## src/rtl/vb_int_pkg.sv

```systemverilog
// Shared constants for the interrupt controller: source indices, vector layout,
// register addresses and the dispatch FSM state type.
package vb_int_pkg;

  localparam int INT_VBLANK  = 0;
  localparam int INT_LCDC    = 1;
  localparam int INT_TIMER   = 2;
  localparam int INT_SERIAL  = 3;
  localparam int INT_JOYPAD  = 4;
  localparam int NUM_SOURCES = 5;

  localparam logic [7:0]  VEC_BASE   = 8'h40;
  localparam logic [7:0]  VEC_STRIDE = 8'h08;

  localparam logic [15:0] ADDR_IF = 16'hFF0F;
  localparam logic [15:0] ADDR_IE = 16'hFFFF;

  typedef enum logic [1:0] {
    ST_IDLE = 2'd0,
    ST_PEND = 2'd1,
    ST_ACK  = 2'd2
  } disp_state_e;

  function automatic logic [7:0] int_vector(input logic [2:0] idx);
    return VEC_BASE + VEC_STRIDE * {5'b00000, idx};
  endfunction

endpackage

```

## src/rtl/int_prio_enc.sv

```systemverilog
// Fixed-priority encoder: reports the lowest set bit of the enabled-and-pending mask.
module int_prio_enc (
  input  logic [4:0] pend,
  output logic       valid,
  output logic [2:0] idx
);

  // Scan from the top so the lowest set bit is the last one written.
  always_comb begin
    valid = 1'b0;
    idx   = 3'd0;
    for (int i = 4; i >= 0; i--) begin
      if (pend[i]) begin
        valid = 1'b1;
        idx   = 3'(i);
      end
    end
  end

endmodule

```

## src/rtl/interrupt_ctrl.sv

```systemverilog
// Interrupt controller: IF/IE registers on the CPU bus, edge-detected peripheral
// requests, single-outstanding CPU dispatch and serialized peripheral acknowledges.
module interrupt_ctrl
  import vb_int_pkg::*;
#(
  parameter int NUM_INT = 5
) (
  input  logic               clk,
  input  logic               rst_n,
  input  logic [15:0]        a,
  input  logic [7:0]         din,
  output logic [7:0]         dout,
  input  logic               rd,
  input  logic               wr,
  input  logic [NUM_INT-1:0] int_req,
  output logic [NUM_INT-1:0] int_ack,
  output logic               cpu_int,
  output logic [7:0]         cpu_vector,
  input  logic               cpu_int_ack
);

  logic [NUM_INT-1:0] if_reg, if_next;
  logic [7:0]         ie_reg, ie_next;
  logic [NUM_INT-1:0] req_d_reg;
  disp_state_e        state_reg, state_next;
  logic [2:0]         idx_reg, idx_next;
  logic [7:0]         vec_reg, vec_next;
  logic               cpu_int_reg, cpu_int_next;
  logic [NUM_INT-1:0] int_ack_reg, int_ack_next;
  logic [NUM_INT-1:0] ack_pend_reg, ack_pend_next;

  logic               wr_if, wr_ie;
  logic [NUM_INT-1:0] rise, if_base, if_sw, sw_clr, avail;
  logic [NUM_INT-1:0] disp_clr, disp_ack;
  logic               cand_valid;
  logic [2:0]         cand_idx;

  assign wr_if   = wr && (a == ADDR_IF);
  assign wr_ie   = wr && (a == ADDR_IE);
  assign rise    = int_req & ~req_d_reg;
  assign if_base = wr_if ? din[NUM_INT-1:0] : if_reg;
  assign ie_next = wr_ie ? din : ie_reg;
  // IF as it will look after this cycle's software write and new edges.
  assign if_sw   = if_base | rise;
  assign sw_clr  = wr_if ? (if_reg & ~din[NUM_INT-1:0] & int_req) : '0;

  int_prio_enc u_prio (
    .pend  (if_reg & ie_reg[NUM_INT-1:0]),
    .valid (cand_valid),
    .idx   (cand_idx)
  );

  always_comb begin
    dout = 8'hFF;
    if (rd) begin
      if (a == ADDR_IF)      dout = {{(8-NUM_INT){1'b1}}, if_reg};
      else if (a == ADDR_IE) dout = ie_reg;
    end
  end

  always_comb begin
    state_next = state_reg;
    idx_next   = idx_reg;
    vec_next   = vec_reg;
    disp_clr   = '0;
    disp_ack   = '0;
    case (state_reg)
      ST_IDLE: begin
        // Skip a candidate that software is clearing in this very cycle.
        if (cand_valid && if_sw[cand_idx] && ie_next[cand_idx]) begin
          state_next = ST_PEND;
          idx_next   = cand_idx;
          vec_next   = int_vector(cand_idx);
        end
      end
      ST_PEND: begin
        if (cpu_int_ack) begin
          state_next         = ST_ACK;
          disp_clr[idx_reg]  = 1'b1;
          disp_ack[idx_reg]  = 1'b1;
        end else if (!(if_sw[idx_reg] && ie_next[idx_reg])) begin
          state_next = ST_IDLE;
        end
      end
      ST_ACK:  state_next = ST_IDLE;
      default: state_next = ST_IDLE;
    endcase
  end

  assign if_next      = (if_base & ~disp_clr) | rise;
  assign cpu_int_next = (state_next == ST_PEND);

  // Dispatch ack takes the slot; software-clear acks wait, lowest index first.
  always_comb begin
    avail = ack_pend_reg | sw_clr;
    if (|disp_ack) begin
      int_ack_next  = disp_ack;
      ack_pend_next = avail & ~disp_ack;
    end else begin
      int_ack_next  = avail & (-avail);
      ack_pend_next = avail & ~int_ack_next;
    end
  end

  always_ff @(posedge clk or negedge rst_n) begin
    if (!rst_n) begin
      if_reg       <= '0;
      ie_reg       <= 8'h00;
      req_d_reg    <= '0;
      state_reg    <= ST_IDLE;
      idx_reg      <= 3'd0;
      vec_reg      <= 8'h00;
      cpu_int_reg  <= 1'b0;
      int_ack_reg  <= '0;
      ack_pend_reg <= '0;
    end else begin
      if_reg       <= if_next;
      ie_reg       <= ie_next;
      req_d_reg    <= int_req;
      state_reg    <= state_next;
      idx_reg      <= idx_next;
      vec_reg      <= vec_next;
      cpu_int_reg  <= cpu_int_next;
      int_ack_reg  <= int_ack_next;
      ack_pend_reg <= ack_pend_next;
    end
  end

  assign cpu_int    = cpu_int_reg;
  assign cpu_vector = vec_reg;
  assign int_ack    = int_ack_reg;

endmodule
```

## config.mk

```make
export PLATFORM = sky130hd
export DESIGN_NAME = interrupt_ctrl
export DESIGN_NICKNAME = d
export VERILOG_FILES = /design/src/rtl/vb_int_pkg.sv /design/src/rtl/int_prio_enc.sv /design/src/rtl/interrupt_ctrl.sv
export SDC_FILE = /design/constraint.sdc
export NUM_CORES = 1
export LEC_CHECK = 0
export ABC_AREA = 1
export BUFFER_PORTS_ARGS = -buffer_cell sky130_fd_sc_hd__buf_2
export CAP_MARGIN = 15
export CORE_MARGIN = 8
export CORE_UTILIZATION = 47
export CTS_BUF_LIST = sky130_fd_sc_hd__clkbuf_16
export DETAILED_ROUTE_END_ITERATION = 6
export GPL_ROUTABILITY_DRIVEN = 0
export GPL_TIMING_DRIVEN = 0
export MAX_ROUTING_LAYER = met4
export PLACE_DENSITY = 0.88
export SETUP_SLACK_MARGIN = 0.2
export SYNTH_ARGS = -nofsm -noshare
export SYNTH_HDL_FRONTEND = slang
export SYNTH_SLANG_ARGS = --single-unit
```

## constraint.sdc

```tcl
create_clock -name clk -period 1.64 [get_ports clk]
set_input_delay 0.082 -clock clk [delete_from_list [all_inputs] [get_ports clk]]
set_output_delay 0.082 -clock clk [all_outputs]
set_load 0.03 [all_outputs]
```

== Word level (Yosys, flattened, before mapping) ==
Index checks and enable logic that the tools add are counted.

* Add/sub/neg operators: 2
* Multipliers: 0
* Div/mod/pow operators: 0
* $lt $le $gt $ge: 3
* Equal/unequal tests: 4
* Shift-type cells: 0
* Mux-type cells: 34
* Bitwise logic cells: 15
* Reduce and logical (&&, ||, !) cells: 9

{| class="wikitable"
|+ Operators by type and width
! cell !! count
|-
| $and 5x5->5 || 8
|-
| $eq 16x16->1 const B || 2
|-
| $mux 8 || 4
|-
| $mux 5 || 6
|-
| $not 5->5 || 4
|-
| $mux 3 || 5
|-
| $or 5x5->5 || 3
|-
| $bmux 1 s3 || 4
|-
| $mux 1 || 10
|-
| $add 7x6->8 const A || 1
|-
| $lt 3x4->1 const B || 2
|-
| $logic_and 1x1->1 || 6
|-
| $mux 2 || 3
|-
| $neg 5->5 || 1
|-
| $reduce_or 5->1 || 1
|-
| $eq 2x1->1 const B || 2
|-
| $pmux 2 s2 || 1
|-
| $demux 1 s3 || 1
|-
| $ge 3x1->1 const B || 1
|-
| $logic_not 2->1 || 1
|-
| $reduce_and 2->1 || 1
|}

* Register bits: 42
* Latch bits: 0
* Memory bits (writable): 0
* ROM bits: 0
* Output and inout bits: 22
* Memories: 0

== Depth between registers and ports, before layout ==
Gate-level depths: netlist of run 1.

* Depth after elaboration: 13
* Depth in mapped cells: 17
* Gate-level depth less buffers: 17

== Cells and area by module ==
From an unflattened synthesis of run 1, not the netlist that was laid out.

* Cells, all modules: 291
* Area, all modules: 2,030.7 sq um

{| class="wikitable"
|+ By module, submodules not included
! module !! instances !! cells an instance !! area each (sq um) !! seq. area each (sq um)
|-
| interrupt_ctrl || 1 || 280 || 1,976.9 || 875.8
|-
| int_prio_enc || 1 || 11 || 53.8 || 0.0
|}

== Least setup slack after synthesis of run 1 ==
Ideal clock, no wire load.

* Kind: register to register
* Start: register idx_reg[0]
* End: register ack_pend_reg[3]
* Library setup time: 0.114 ns
* Data arrival time: 1.427 ns
* Data required time: 1.526 ns
* Setup slack: 0.099 ns
* Cell stages (with the launch flop): 9
* Buffers on the path: 1
* Period minus slack after synthesis: 1.541 ns
* Path through: dfrtp_1 > buf_2 > nor2_1 > inv_1 > a21oi_1 > nor3_1 > nand3_1 > nand3_1 > inv_1

* Cells in the longest elaborated chain, start to end: 9
* Elaborated cells on any way between the ends: 11
* Those cells by class: 2 x order compare; 5 x mux; 2 x bitwise; 2 x reduce/logical

{| class="wikitable"
|+ Ends and longest elaborated chain
! element !! RTL line !! source
|-
| from (decl) || interrupt_ctrl.sv:26 || <nowiki>logic [2:0] idx_reg, idx_next;</nowiki>
|-
| from (signal assigned) || interrupt_ctrl.sv:121 || <nowiki>idx_reg <= idx_next;</nowiki>
|-
| $lt 3x4->1 (not written as such) or $ge 3x1->1 (tied branches) || interrupt_ctrl.sv:80 || <nowiki>disp_ack[idx_reg] = 1'b1;</nowiki>
|-
| $logic_and 1x1->1 (not written as such) || interrupt_ctrl.sv:80 ||
|-
| $mux 1 (not written as such) || interrupt_ctrl.sv:80 ||
|-
| $demux 1 s3 (*) || interrupt_ctrl.sv:80 ||
|-
| $mux 5 (*) || interrupt_ctrl.sv:77 || <nowiki>if (cpu_int_ack) begin</nowiki>
|-
| $mux 5 (*) || interrupt_ctrl.sv:67 || <nowiki>case (state_reg)</nowiki>
|-
| $not 5->5 || interrupt_ctrl.sv:98 || <nowiki>ack_pend_next = avail & ~disp_ack;</nowiki>
|-
| $and 5x5->5 || interrupt_ctrl.sv:98 ||
|-
| $mux 5 (*) || interrupt_ctrl.sv:96 || <nowiki>if (|disp_ack) begin</nowiki>
|-
| net ack_pend_next[3] || interrupt_ctrl.sv:30 || <nowiki>logic [NUM_INT-1:0] ack_pend_reg, ack_pend_next;</nowiki>
|-
| to (signal assigned) || interrupt_ctrl.sv:125 || <nowiki>ack_pend_reg <= ack_pend_next;</nowiki>
|-
| to (decl) || interrupt_ctrl.sv:30 ||
|}

Mark *: on every way through the listed nets, which the timed path passes. The rest lies on a longest branch.
A chain may end at the register's enable or synchronous reset.

== Worst setup path after layout of run 1 ==
* Start: register if_reg[2]
* End: register idx_reg[0]

* Cells in the longest elaborated chain, start to end: 9
* Elaborated cells on any way between the ends: 16
* Those cells by class: 11 x mux; 2 x bitwise; 3 x reduce/logical

{| class="wikitable"
|+ Ends and longest elaborated chain
! element !! RTL line !! source
|-
| from (decl) || interrupt_ctrl.sv:22 || <nowiki>logic [NUM_INT-1:0] if_reg, if_next;</nowiki>
|-
| from (signal assigned) || interrupt_ctrl.sv:117 || <nowiki>if_reg <= if_next;</nowiki>
|-
| $and 5x5->5 || interrupt_ctrl.sv:48 || <nowiki>.pend (if_reg & ie_reg[NUM_INT-1:0]),</nowiki>
|-
| $mux 3 (3 in series) || int_prio_enc.sv:13 || <nowiki>if (pend[i]) begin</nowiki>
|-
| $bmux 1 s3 || interrupt_ctrl.sv:70 || <nowiki>if (cand_valid && if_sw[cand_idx] && ie_next[cand_idx]) begin</nowiki>
|-
| $mux 1 (not written as such) || interrupt_ctrl.sv:70 ||
|-
| $logic_and 1x1->1 (2 in series) || interrupt_ctrl.sv:70 ||
|-
| $reduce_and 2->1 (no source line) || - ||
|}

Parallel ways exist; a longest one is shown, timed or not. The select of a mux whose other input is x is not followed.

==> results of run 1 <==
synth_stat cells, drive strengths merged, types with 2 or more instances:
| cell type | n |
|---|---|
| buf | 7 |
| o21bai | 2 |
| nand4 | 4 |
| dfrtp | 35 |
| o22ai | 5 |
| nand3 | 23 |
| a21oi | 5 |
| nor3 | 7 |
| o21ai | 10 |
| nor2 | 28 |
| inv | 45 |
| nand2 | 98 |
critical path, stage by stage (launching register included):
cell and delay, ps:
dfrtp_1 410, nand2_2 120, nand3_2 90, a21boi_4 260, nand2_1 90, nand2_1 70, nand2_1 50, nand2_1 60
nand2_1 60, nand2_2 100, nand2_4 80, nand2_1 70, nand2_1 60
final cells by class:
| type | count | share of cell area [%] |
|---|---|---|
| multi-input combinational | 193 | 37.08 |
| buffer | 7 | 2.065 |
| clock buffer | 5 | 4.803 |
| inverter | 45 | 6.484 |
| tap | 50 | 2.402 |
| sequential | 35 | 33.67 |
| timing repair buffer | 60 | 13.06 |
| clock inverter | 3 | 0.4323 |
cells by family (layout without fill, tap and decap cells):
kind of cell,count (synthesis),after routing,share of synthesized area [%]
flip-flops,35,35,43.89
AO/OA/AOI/OAI,26,26,8.025
buffers and inverters,52,120,11.03
AND/OR/NAND/NOR,163,163,36.87
other,1,4,0.1879
what timing repair did:
item	in CTS	in global routing
hold buffers	6	0
endpoints found under the hold margin	40	0
setup endpoints to repair	15	15
pin swaps	9	1
setup buffers	2	2
resized for setup	10	5
metrics by stage:
| stage | std cells | area (um2) | worst slack [ps] | total power [mW] |
|---|---|---|---|---|
| 6_report | 398 | 2605 | -1.588 | 1.864 |
| 5_1_grt | 398 | 2605 | -118.6 | 1.946 |
| 4_1_cts | 396 | 2580 | 54.13 | 1.877 |
| 3_5_place_dp | 380 | 2321 | -88.12 | 0.9992 |
| 3_3_place_gp | 380 | 2321 | -88.82 | 0.9955 |
| 2_1_floorplan | 280 | 2008 | 130.5 | 0.9341 |
power by group through the flow:
| stage | Clock [mW] | Combinational (mW) | Sequential (mW) |
|---|---|---|---|
| floorplan | 0 | 0.0470 | 0.887 |
| global placement | 0 | 0.108 | 0.887 |
| detailed placement | 0 | 0.112 | 0.887 |
| CTS | 0.881 | 0.124 | 0.873 |
| global route | 0.935 | 0.138 | 0.873 |
| finish | 0.867 | 0.124 | 0.873 |
final timing paths:
check / slack (ps) / depth (start not counted) / end / from
max in group asynchronous: 660 / 2 / idx_reg[0] / rst_n
min in group asynchronous: 440 / 2 / if_reg[2] / rst_n
max: -2 / 12 / idx_reg[0] / if_reg[2]
max reg2reg: -2 / 12 / idx_reg[0] / if_reg[2]
min reg2reg: 450 / 2 / cpu_vector[6] / cpu_vector[6]
min: 70 / 3 / ie_reg[6] / din[6]
per-layer routing:
layer / track usage (%) / up-vias / wire length [um]
met5: - / - / 0
met4: 4.821 / 0 / 57
met3: 5.629 / 6 / 609
met2: 25.98 / 75 / 2366
met1: 19.55 / 924 / 2077
li1: - / 1001 / -
==> results.cfg, run 1 <==
[yosys]
synthCells = 277
netlist-cell-type-count = 30
synth_flop_cell = dfrtp_1
synth_edf_count = 0
synth.area.top_cells = dfrtp_1 (44%), nand2_1 (17%), inv_1 (8.3%)
syn_area_per_cell_um2 = 7.205
ys_seq_area_share_pct = 43.89
syn_area_mm2 = 0.001996
async_flop_share_pct = 100.0
synth_top_area_share_pct = 43.89
ys_ff_latch = 35
synth_top_area_cell = dfrtp_1
yosys_warnings = 0

[cts]
cts_tree = built
insertion_delay_ps = 280
cts_buffers = 5
cts_max_level = 2
clockBufferDepth = 2
cts_root_buf = clkbuf_16
cts_sinks = 35
clk_pin_slew_ps = 50

[layout]
layout_common_cells = nand2_1 (89), buf_2 (51), inv_1 (43)
seqCellArea_um2 = 877.1
multiInputGateArea_um2 = 965.9
n_fill_cell = 355
drive_above_1_share_pct = 27.30
num_antenna_cells = 0
final_nets = 381
final_common_cell = nand2_1
largest_reg_flops = 8
syn_to_final_growth_pct = 30.53
final_core_util_pct = 64.20

[timing]
finalClockSkew_ps = 3.193
setup-tns-final_ps = -1.588
tightest_slew_ps = 775.5
rsz0062_at_grt = true
fmax_ghz = 0.6092
slew_headroom_pct = 48.30
final-hold-violation-count = 0
worst_slack_ps = -1.588
drv_slew = 0
period_share_pct = 100.1
fin_hold_ws_ps = 73.76
setup_viol_count_final = 1
min_period_ps = 1642

[pwr]
pwr-share-comb_pct = 6.7
p_sw_share_pct = 21.17
powerDensity_mw_per_mm2 = 715.4
seq_power_share_pct = 46.8
cellLeakagePower_nw = 1.507
p_switching_uw = 394.6
clkPwrFrac_pct = 46.5
vdd_drop_max_mv = 0.8368
power.internal_mw = 1.469

[drt]
drtIter0Drc = 147
final_antenna_net_count = 0
dr_total_vias = 2006
drt_wl_total_um = 5110
drc = 0
firstDrtPassIters = 4
via_per_inst = 5.040
wl_per_cell_um = 12.84

[global_route]
grt_max_degree = 36
grt_pass1_wl_um = 8362
grt_antenna_before_repair = 0
first_global_vias = 1868
track_usage_pct = 16.50
grt-ovfl-total = 0

[placement]
io_buffers = 50
dpl.hpwl_um = 3659

[floorplan]
die_area_mm2 = 0.006587
rows = 23
core_mm2 = 0.004058
die_h_um = 81.16
start_util_pct = 49.18
ioPinCount = 56
die_x_um = 81.16

[run_status]
violations = setup timing
status = finished with violations

[setup_path]
crit_type = reg2reg
worstPathMaxFanout = 8
cp-start-kind = flip-flop
worstPathRequired_ps = 1800
crit_arrival_ps = 1800
critPathCaptureType = flip-flop

[hold_path]
hold_class = in2reg

[job]
max_cap_violations = 0
No activity file was read; power rests on OpenSTA's default activity.
==> run 2, diff against run 1 <==
--- a/config.mk
+++ b/config.mk
@@ -9,13 +9,14 @@
 export BUFFER_PORTS_ARGS = -buffer_cell sky130_fd_sc_hd__buf_2
 export CAP_MARGIN = 15
 export CORE_MARGIN = 8
-export CORE_UTILIZATION = 47
+export CORE_UTILIZATION = 45
 export CTS_BUF_LIST = sky130_fd_sc_hd__clkbuf_16
+export CTS_CLUSTER_DIAMETER = 40
 export DETAILED_ROUTE_END_ITERATION = 6
 export GPL_ROUTABILITY_DRIVEN = 0
 export GPL_TIMING_DRIVEN = 0
 export MAX_ROUTING_LAYER = met4
-export PLACE_DENSITY = 0.88
+export PLACE_DENSITY = 0.85
 export SETUP_SLACK_MARGIN = 0.2
 export SYNTH_ARGS = -nofsm -noshare
 export SYNTH_HDL_FRONTEND = slang
==> run 2 against run 1 <==
The run still ends with setup timing left. Clock skew increased by 1.0 ps. Routed wire length up 5.2%. Die area rose by 3.6%. Power up 9.8%. Combinational power about the same. Via count rose by 1.1%. Worst hold slack got worse by 10 ps. Critical path type unchanged. Largest power group is now the clock network.
==> results.cfg, run 2 (synthesis results as in run 1) <==
[drt]
final_antenna_net_count = 0
drt_wl_total_um = 5377
firstDrtPassIters = 4
drc = 0
drtIter0Drc = 101
wl_per_cell_um = 13.31
dr_total_vias = 2029
via_per_inst = 5.022

[global_route]
grt_pass1_wl_um = 8569
grt_max_degree = 36
first_global_vias = 1963
grt_antenna_before_repair = 0
grt-ovfl-total = 0
track_usage_pct = 16.81

[timing]
setup_viol_count_final = 1
finalClockSkew_ps = 4.229
fin_hold_ws_ps = 63.79
tightest_slew_ps = 782.3
period_share_pct = 101.6
slew_headroom_pct = 47.85
worst_slack_ps = -26.31
drv_slew = 0
fmax_ghz = 0.6001
rsz0062_at_grt = true
min_period_ps = 1666
final-hold-violation-count = 0

[cts]
cts_root_buf = clkbuf_16
clockBufferDepth = 2
insertion_delay_ps = 280
cts_max_level = 2
cts_buffers = 5
clk_pin_slew_ps = 50
cts_tree = built
cts_sinks = 35

[setup_path]
cp_slowest_cell = dfrtp_2
worstRegToRegCells = 12
worstPathRequired_ps = 1810
r2r_start = if_reg[2]
max_stage_delay_ps = 430
path_cells = nand2_4, nand3_4, a21boi_4, nand3_1, nand2_1, nor2_1, nand2_1, nand2_1, nand2_1, nand2_2, nand3_1, nand2_2
worstSetupStartpoint = if_reg[2]
path_common_cell = nand2_1
r2r_slack_ps = -30
crit_arrival_ps = 1830
crit_type = reg2reg
cp-start-kind = flip-flop
rr_endpoint = idx_reg[0]
critPathCaptureType = flip-flop
worstPathMaxFanout = 8

[hold_path]
min_to = ie_reg[7]
hold_class = in2reg
hold_start = din[7]
whs_path_depth = 3

[layout]
multiInputGateArea_mm2 = 0.001031
final_nets = 385
seqCellArea_um2 = 878.3
final-instance-count-excl-fill = 404
num_antenna_cells = 0
layout_common_cells = nand2_1 (82), buf_2 (49), inv_1 (41)
final_common_cell = nand2_1
final_core_util_pct = 63.45
drive_above_1_share_pct = 32.95
syn_to_final_growth_pct = 37.49
largest_reg_flops = 8
n_fill_cell = 389

[floorplan]
core_mm2 = 0.004324
start_util_pct = 46.15
ioPinCount = 56
die_area_mm2 = 0.006822
rows = 24
die_x_um = 82.60
die_h_um = 82.60

[run_status]
status = finished with violations
violations = setup timing

[placement]
dp.cells = 382
io_buffers = 50
dpl.hpwl_um = 3734

[pwr]
totalPowerFinal_mw = 2.046
powerDensity_mw_per_mm2 = 745.7
vdd_drop_max_mv = 0.6648
cellLeakagePower_nw = 1.555

[job]
max_cap_violations = 0
## run 2: cell types whose count changed in the layout (fill, tap and decap cells not counted), moves of 2 or more
cell / delta
nand2_2: +6
nand3_2: +2
inv_1: -2
buf_4: +4
nand3_1: -3
buf_6: +2
buf_2: -2
nand2_1: -7
## run 2: timing repair
action / 4_1_cts / 5_1_grt
hold endpoints to repair: 40 / 0
gates resized for setup: 13 / 27
pin swaps: 7 / 10
hold buffers: 6 / 0
buffers inserted: 4 / 4
setup endpoints to repair: 15 / 15
## run 2: worst max-delay path by stage
stage	to	slack [ps]
after floorplan	cpu_vector[5]	130
after global placement	idx_reg[0]	-90
after detailed placement	idx_reg[0]	-110
after CTS	idx_reg[0]	30
after global routing	idx_reg[0]	-170
final	idx_reg[0]	-30
## run 2: layout make-up
class	instances	share of cell area (%)
inverter	45	6.156
clock buffer	5	4.560
multi-input combinational	193	37.57
buffer	7	1.961
tap	52	2.371
sequential	35	32.01
timing repair buffer	64	13.95
clock inverter	3	1.414
## run 2: report_power, final
group,internal [mW],switching [mW],total (mW)
registers,0.871,0.00155,0.872
clock network,0.708,0.342,1.05
logic,0.0532,0.0709,0.124
total,1.63,0.415,2.05
## run 2: per-layer routing
layer | vias up | part of all wire, % | routed length, um | GRT usage [%]
met2 | 76 | 46 | 2484 | 26.23
met5 | - | 0 | 0 | -
met1 | 929 | 41 | 2181 | 19.25
met4 | 0 | 2.8 | 149 | 7.414
met3 | 16 | 10 | 561 | 5.628
li1 | 1008 | - | - | -
## run 2: critical path, delay by kind of cell, from the launching register on
kind	cells	cell delay (ps)
AOI/OAI and AO/OA	1	290
and+or+nand+nor	11	840
DFF	1	430
## run 2: per-stage QoR
stage	area (um2)	setup WS [ps]	TNS (ps)
after floorplan	2008	130.5	0
after global placement	2323	-92.20	-482.1
after detailed placement	2323	-111.0	-617.0
after CTS	2629	29.42	0
after global routing	2744	-169.7	-774.0
final	2744	-26.31	-26.31
==> run 3, diff against run 2 <==
--- a/config.mk
+++ b/config.mk
@@ -17,7 +17,9 @@
 export GPL_TIMING_DRIVEN = 0
 export MAX_ROUTING_LAYER = met4
 export PLACE_DENSITY = 0.85
+export RECOVER_POWER = 25
 export SETUP_SLACK_MARGIN = 0.2
+export SLEW_MARGIN = 20
 export SYNTH_ARGS = -nofsm -noshare
 export SYNTH_HDL_FRONTEND = slang
 export SYNTH_SLANG_ARGS = --single-unit
==> run 3 against run 2 <==
The run still ends with setup timing left. Clock skew about the same. Critical path depth unchanged. Routed wire length about the same. Utilization down 0.38 points. First-iteration DRC count down 11%. Largest power group unchanged.
==> results.cfg, run 3 (synthesis results as in run 1) <==
[global_route]
grt_pass1_wl_um = 8569
grt_max_degree = 36
track_usage_pct = 16.81
top_usage_layer = met2
grt_util_met2_pct = 26.23
first_global_vias = 1963
grt-ovfl-total = 0
grt_antenna_before_repair = 0
grt_use_met3_pct = 5.628
use_met1_pct = 19.25

[drt]
via_per_inst = 4.998
final_antenna_net_count = 0
wl_per_cell_um = 13.31
drtIter0Drc = 90
drt_wl_total_um = 5379
drc = 0
firstDrtPassIters = 4
dr_total_vias = 2019

[timing]
rsz0062_at_grt = true
slew_headroom_pct = 47.54
fmax_ghz = 0.6067
tightest_slew_ps = 786.9
worst_slack_ps = -8.375
min_period_ps = 1648
setup_viol_count_final = 1
final-hold-violation-count = 0
finalClockSkew_ps = 4.337
drv_slew = 0
period_share_pct = 100.5

[pwr]
totalPowerFinal_mw = 2.044
vdd_drop_max_mv = 0.6637
cellLeakagePower_nw = 1.531
powerDensity_mw_per_mm2 = 749.5

[setup_path]
critPathCaptureType = flip-flop
r2r_slack_ps = -8
path_common_cell = nand2_1
crit_arrival_ps = 1810
max_stage_delay_ps = 430
crit_type = reg2reg
crit_buf_inv = 0
crit_family = simple AND/OR/NAND/NOR gates
worstPathMaxFanout = 8
cp-start-kind = flip-flop
path_cells = nand2_4, nand3_4, a21boi_4, nand3_1, nand2_1, nor2_1, nand2_1, nand2_1, nand2_1, nand2_2, nand3_1, nand2_2
cp_slowest_cell = dfrtp_2
worstPathRequired_ps = 1800

[run_status]
status = finished with violations
violations = setup timing

[layout]
final_common_cell = nand2_1
layout_common_cells = nand2_1 (84), buf_2 (44), inv_1 (41)
final_nets = 385
finalInstanceArea_mm2 = 0.002728
drive_above_1_share_pct = 30.97
largest_reg_flops = 8
n_fill_cell = 393
final-instance-count-excl-fill = 404
syn_to_final_growth_pct = 36.68
num_antenna_cells = 0

[floorplan]
rows = 24
start_util_pct = 46.15
core_mm2 = 0.004324
ioPinCount = 56
die_x_um = 82.60
die_area_mm2 = 0.006822
die_h_um = 82.60

[placement]
pre_cts_slack_ps = -111.0
dpl.hpwl_um = 3734
io_buffers = 50
dp.cells = 382
placed_area_mm2 = 0.002323

[cts]
cts_max_level = 2
cts_tree = built
insertion_delay_ps = 280
clockBufferDepth = 2
clk_pin_slew_ps = 50
cts_root_buf = clkbuf_16
cts_buffers = 5
cts_sinks = 35

[hold_path]
hold_class = in2reg

[job]
max_cap_violations = 0
run 3: cell count changes in the layout (fill, tap and decap cells not counted), sizes merged:
cell    delta
buf        -5
clkbuf     +5
run 3: per-stage QoR:
step | util [%] | hold WS [ps] | TNS, ps
after CTS | 60.79 | 65.14 | 0
final | 63.08 | 63.59 | -8.375
after floorplan | - | -213.6 | 0
after detailed placement | 53.73 | 211.7 | -617.0
after global routing | 63.08 | 84.91 | -774.0
after global placement | 53.73 | 197.9 | -482.1
run 3: cell type report:
cell class	count	area, um2	area share (%)
Sequential cell	35	878.3	32.20
Inverter	45	168.9	6.193
Timing Repair Buffer	64	376.6	13.81
Buffer	7	53.80	1.972
Clock inverter	3	38.79	1.422
Tap cell	52	65.06	2.385
Clock buffer	5	125.1	4.587
Multi-Input combinational cell	193	1021	37.43
run 3: repair_timing:
item / in CTS / in global routing
resized for setup: 13 / 27
pin swaps: 7 / 10
gates cloned: 0 / 0
setup buffers: 4 / 4
setup endpoints to repair: 15 / 15
hold buffers: 6 / 0
endpoints found under the hold margin: 40 / 0
run 3: tightest hold or removal path, stage by stage:
cell and delay, ps:
buf_2 80, nor2_1 30, a21oi_1 110
run 3: path summary, 6_finish.rpt:
kind / from / endpoint / depth (start not counted)
worst max-delay path: if_reg[2] / idx_reg[0] / 12
worst min-delay path: din[7] / ie_reg[7] / 3
worst max register to register: if_reg[2] / idx_reg[0] / 12
worst min register to register: cpu_vector[6] / cpu_vector[6] / 2
max in group asynchronous: rst_n / if_reg[2] / 2
min in group asynchronous: rst_n / req_d_reg[0] / 2
run 3: routing by layer:
| layer | vias up | wire, um |
|---|---|---|
| met2 | 69 | 2507 |
| met5 | - | 0 |
| met4 | 0 | 147 |
| met3 | 16 | 550 |
| met1 | 926 | 2173 |
| li1 | 1008 | - |
run 3: power breakdown:
| group | switching, mW | internal, mW | total [mW] |
|---|---|---|---|
| registers | 0.00154 | 0.871 | 0.872 |
| clock network | 0.343 | 0.708 | 1.05 |
| logic | 0.0703 | 0.0514 | 0.122 |
